### src/rtl/fetch_seq.sv
// Fetch sequencer: owns the fetch PC, runs a one-in-flight instruction-bus
// handshake, applies trap/branch redirects and presents fetched words through a one-entry buffer.
module fetch_seq #(
   parameter logic [63:0] RESET_PC = 64'h8000_0000,
   parameter int unsigned ILEN     = 32
) (
   input  logic            clk,
   input  logic            reset,
   output logic            ireq_valid,
   output logic [63:0]     ireq_addr,
   input  logic            ireq_ready,
   input  logic            iresp_valid,
   input  logic [ILEN-1:0] iresp_data,
   input  logic            redirect_valid,
   input  logic [63:0]     redirect_pc,
   input  logic            trap_valid,
   input  logic [63:0]     trap_pc,
   output logic            out_valid,
   input  logic            out_ready,
   output logic [63:0]     out_pc,
   output logic [ILEN-1:0] out_instr,
   output logic            out_fault,
   output logic [63:0]     fetch_cnt,
   output logic [1:0]      dbg_state
);

   // Handshakes: a transfer happens on a rising edge where valid and ready are both high;
   // valid never depends combinationally on ready, and the payload is held until the transfer.
   typedef enum logic [1:0] {
      IDLE = 2'd0,
      REQ  = 2'd1,
      WAIT = 2'd2,
      HOLD = 2'd3
   } state_e;

   state_e          state_q, state_d;
   logic [63:0]     pc_q, pc_d;
   logic            drop_q, drop_d;
   logic [63:0]     buf_pc_q, buf_pc_d;
   logic [ILEN-1:0] buf_instr_q, buf_instr_d;
   logic            buf_fault_q, buf_fault_d;
   logic [63:0]     cnt_q, cnt_d;

   logic            redir;
   logic [63:0]     tgt;
   logic            misaligned;

   always_comb begin
      redir      = trap_valid | redirect_valid;
      tgt        = trap_valid ? trap_pc : redirect_pc;
      misaligned = (pc_q[1:0] != 2'b00);
   end

   always_comb begin
      state_d     = state_q;
      pc_d        = pc_q;
      drop_d      = drop_q;
      buf_pc_d    = buf_pc_q;
      buf_instr_d = buf_instr_q;
      buf_fault_d = buf_fault_q;
      cnt_d       = cnt_q;
      case (state_q)
         IDLE: begin
            if (redir) begin
               pc_d = tgt;
            end else begin
               state_d = REQ;
            end
         end
         REQ: begin
            if (redir) begin
               pc_d = tgt;
               // The bus took the old address this edge; its response must be thrown away.
               if (!misaligned && ireq_ready) begin
                  drop_d  = 1'b1;
                  state_d = WAIT;
               end
            end else if (misaligned) begin
               buf_pc_d    = pc_q;
               buf_instr_d = '0;
               buf_fault_d = 1'b1;
               state_d     = HOLD;
            end else if (ireq_ready) begin
               state_d = WAIT;
            end
         end
         WAIT: begin
            if (redir) begin
               pc_d = tgt;
               if (iresp_valid) begin
                  drop_d  = 1'b0;
                  state_d = REQ;
               end else begin
                  drop_d = 1'b1;
               end
            end else if (iresp_valid) begin
               if (drop_q) begin
                  drop_d  = 1'b0;
                  state_d = REQ;
               end else begin
                  buf_pc_d    = pc_q;
                  buf_instr_d = iresp_data;
                  buf_fault_d = 1'b0;
                  state_d     = HOLD;
               end
            end
         end
         HOLD: begin
            // An entry taken on the same edge as a redirect still counts; decode squashes it.
            if (out_ready) begin
               cnt_d = cnt_q + 64'd1;
            end
            if (redir) begin
               pc_d    = tgt;
               state_d = REQ;
            end else if (out_ready) begin
               pc_d    = pc_q + 64'd4;
               state_d = REQ;
            end
         end
         default: state_d = IDLE;
      endcase
   end

   always_ff @(posedge clk or negedge reset) begin
      if (!reset) begin
         state_q     <= IDLE;
         pc_q        <= RESET_PC;
         drop_q      <= 1'b0;
         buf_pc_q    <= '0;
         buf_instr_q <= '0;
         buf_fault_q <= 1'b0;
         cnt_q       <= '0;
      end else begin
         state_q     <= state_d;
         pc_q        <= pc_d;
         drop_q      <= drop_d;
         buf_pc_q    <= buf_pc_d;
         buf_instr_q <= buf_instr_d;
         buf_fault_q <= buf_fault_d;
         cnt_q       <= cnt_d;
      end
   end

   assign ireq_valid = (state_q == REQ) && !misaligned;
   assign ireq_addr  = pc_q;
   assign out_valid  = (state_q == HOLD);
   assign out_pc     = buf_pc_q;
   assign out_instr  = buf_instr_q;
   assign out_fault  = buf_fault_q;
   assign fetch_cnt  = cnt_q;
   assign dbg_state  = state_q;

endmodule

### config.mk
export PLATFORM = sky130hd
export DESIGN_NAME = fetch_seq
export DESIGN_NICKNAME = d
export VERILOG_FILES = /design/src/rtl/fetch_seq.sv
export SDC_FILE = /design/constraint.sdc
export NUM_CORES = 1
export LEC_CHECK = 0
export ABC_AREA = 1
export BUFFER_PORTS_ARGS = -buffer_cell sky130_fd_sc_hd__buf_4
export CAP_MARGIN = 20
export CORE_MARGIN = 2
export CORE_UTILIZATION = 25
export DETAILED_ROUTE_END_ITERATION = 8
export PLACE_DENSITY = 0.54
export RECOVER_POWER = 25
export SYNTH_ARGS = -nofsm -noshare
export SYNTH_HDL_FRONTEND = slang
export SYNTH_SLANG_ARGS = --single-unit
### constraint.sdc
create_clock -name clk -period 1.6 [get_ports clk]
set_input_delay 0.08 -clock clk [delete_from_list [all_inputs] [get_ports clk]]
set_output_delay 0.08 -clock clk [all_outputs]
set_load 0.02 [all_outputs]
==> qor.yml <==
wl_per_cell_um: 19.4
drtPass1Iterations: 7
nFillCells: 4897
worst-path-max-fanout: 6
ant_nets: 0
violations: "setup timing"
htreeDepth: 1
layout_commonest_cell: "buf_4"
maxCapViolCount: 0
placed_cells: 3271
synth_xor_area_share_pct: 3.50
via_count: 17300
crit_path_end: "out_instr[1]$_DFFE_PN0P_"
fin_ws_ns: -0.318
p_per_area_nw_per_um2: 1420
die_h_um: 234
clockRootBuffer: "clkbuf_16"
fin_crit_ns: 1.92
hold_start: "trap_pc[44]"
crit_arrival_ns: 2.43
synthAdderAreaFrac_pct: 0.661
cts_made_buffers: 30
synth-simple-area-share_pct: 34.1
grt.overflow.total: 0
setup_tns_ns: -45.35
die_w_um: 234
cts_tree: "built"
num_rows: 84
final_cells: 3625
fp.dieArea_um2: 54900
portBuffers: 395
clockPowerShare_pct: 18.8
cts.path.max_buffers: 3
cp-startpoint: "dbg_state[0]$_DFFE_PN0P_"
seqCellArea_um2: 5750
finalHoldViolCount: 0
status: "finished, violations left"
hpwl_um: 47300
yosysUniqueCellTypes: 41
pwr-share-seq_pct: 24.3
yosysWarnings: 0
grt_pass1_vias: 17000
r2r_setup_slack_ns: -0.32
p_leak_nw: 13.0
final_cell_mix: "buf_4 (787), nand2_1 (479), dfrtp_1 (193)"
place_ws_ns: -0.306
fmax_mhz: 521
drt_iter0_drc: 1068
mappedNetlistArea_um2: 13200
slew_viol_final: 0
clkTransAtPathRegs_ns: 0.06
timing.final.crit_share_pct: 120
cts_sinks: 228
ys_seq_area_share_pct: 43.1
area_delta_synth_final_pct: 101
hold_path_class: "in2reg"
multiInputGateArea_um2: 8590
sw_frac_of_total_pct: 41.9
postRouteWirelength_um: 70500
skew_ns: 0.0111
pwr-share-comb_pct: 57.0
power.net_switching_w: 0.0158
grt_setup_unrepaired: "true"
required_ns: 2.11
endpoint_kind: "register"
synth_top_family_by_area: "simple AND/OR/NAND/NOR gates"
grt_start_max_net_pins: 70
vdd_drop_max_uv: 1030
ios: 396
grt_pass1_wl_um: 97600
antenna_found_initial: 1
yosys_register_bits: 228
synth-compound-area-share_pct: 11.7
start_kind: "register"
slew_headroom_pct: 20.3
final_nets: 3085
core_um2: 52400
crit_type: "reg2reg"
clock_latency_ns: 0.58
final_layout_size_suffix_gt1_share_pct: 49.0
avgViaCountPerCell: 4.76
syn_inst: 1866
gp_congestion: 0.925
syn_nets: 2040
muxShareOfSynthArea_pct: 0
grtUsageTotal_pct: 23.2
drt_drc_violations_left: 0
reg2reg_depth: 11
synthFlopType: "dfrtp_1"
synth.avg_cell_area_um2: 7.10
start_util_pct: 25.3
reg2reg_to: "out_instr[1]$_DFFE_PN0P_"
async_flop_share_pct: 100
finalSetupViolCount: 207
p_int_w: 0.0220
synth_edf_count: 0
worst_pin_slew_ns: 1.19
r2r_start: "dbg_state[0]$_DFFE_PN0P_"
==> how the worst min path moves through the flow <==
stage / to / slack (ns) / depth (start not counted)
after detailed placement: out_instr[25]$_DFFE_PN0P_ / -0.04 / 1
after floorplan: dbg_state[0]$_DFFE_PN0P_ / -0.22 / 0
after CTS: drop_q$_DFFE_PN0P_ / 0.007 / 5
final: ireq_addr[44]$_DFFE_PN0P_ / 0.06 / 7
after global placement: out_instr[25]$_DFFE_PN0P_ / -0.04 / 1
after global routing: drop_q$_DFFE_PN0P_ / 0.08 / 5
==> worst max-delay path, cell delays in order (launching register included) <==
cell,delay (ns)
dfrtp_2,0.39
buf_6,0.13
inv_6,0.04
ha_4,0.27
inv_4,0.04
nor2_4,0.12
nand3_4,0.14
buf_6,0.17
nor2_4,0.12
buf_6,0.13
clkbuf_16,0.16
a22o_1,0.13
==> power groups by stage <==
stage	Sequential, W	Combinational [W]	Clock [W]
floorplan	0.0109	0.00437	0
global placement	0.00902	0.0136	0
detailed placement	0.00903	0.0137	0
CTS	0.00897	0.0182	0.00729
global route	0.00933	0.0227	0.00750
finish	0.00917	0.0215	0.00710
==> flip-flops by register name, indices dropped and copies added, names as in the netlist <==
register / flops
fetch_cnt: 64
drop_q: 1
out_instr: 32
out_fault: 1
dbg_state: 2
ireq_addr: 64
out_pc: 64
==> area by class of cell <==
cell class,count,area share (%)
Clock buffer,44,3.47
Tap cell,688,3.23
Clock inverter,12,0.455
Sequential cell,228,21.6
Timing Repair Buffer,1074,36.4
Inverter,178,2.65
Multi-Input combinational cell,1398,32.2
Timing Repair inverter,1,0.0329
Antenna cell,2,0.0188
==> cells by family (layout without fill, tap and decap cells) <==
group,after synthesis,count (layout)
XOR/XNOR,53,53
AO/OA/AOI/OAI,275,275
AND/OR/NAND/NOR,1063,1063
buffers and inverters,240,1309
flip-flops,228,228
adder cells (fa/ha/maj),7,7
other,0,2
==> layer usage <==
layer	vias up	track usage [%]	share of wire (%)
met5	-	0	0
met4	0	6.13	4.4
met3	150	3.87	6.8
met2	635	41.2	49
met1	8304	29.1	40
li1	8166	-	-
==> through the flow <==
stage	utilization (%)	power [W]	hold slack [ns]	cell area [µm²]
floorplan	-	0.0153	-0.216	13400
global placement	38.3	0.0226	-0.0401	20100
detailed placement	38.3	0.0227	-0.0445	20100
CTS	46.2	0.0344	0.00680	24200
global route	50.8	0.0396	0.0809	26700
finish	50.8	0.0378	0.0589	26700
==> cell usage after synthesis, types with 2 or more instances <==
cell type / instances / area [µm²]
nand3b_1: 3 / 22.5
nor3_1: 32 / 160
ha_1: 7 / 87.6
nand2_1: 598 / 2240
a22o_1: 32 / 280
and2_1: 2 / 12.5
clkbuf_1: 38 / 143
nor3b_1: 3 / 22.5
xnor2_1: 12 / 105
nor2_4: 4 / 45.0
buf_2: 15 / 75.1
a21oi_1: 63 / 315
dfrtp_1: 227 / 5680
nand4_1: 29 / 181
buf_1: 6 / 22.5
o21ai_1: 7 / 35.0
or2_2: 2 / 12.5
a31oi_1: 9 / 56.3
nand2_2: 10 / 62.6
nor3_2: 4 / 40.0
nor2_2: 13 / 81.3
xor2_1: 41 / 359
a22oi_1: 4 / 30.0
nor2_1: 212 / 796
nand3_1: 138 / 691
nand3_2: 2 / 20.0
inv_2: 6 / 22.5
o21ai_0: 156 / 781
nor3_4: 4 / 65.1
nor4_1: 4 / 25.0
buf_4: 3 / 22.5
inv_1: 171 / 642
==> repair_timing <==
item / in CTS / in global routing
gates cloned: 11 / 26
hold buffers: 158 / 1
pin swaps: 46 / 121
hold endpoints to repair: 322 / 1
endpoints found under the setup margin: 208 / 220
resized for setup: 273 / 455
buffers inserted: 50 / 62
Note: power is estimated with default switching activity, not from simulation.
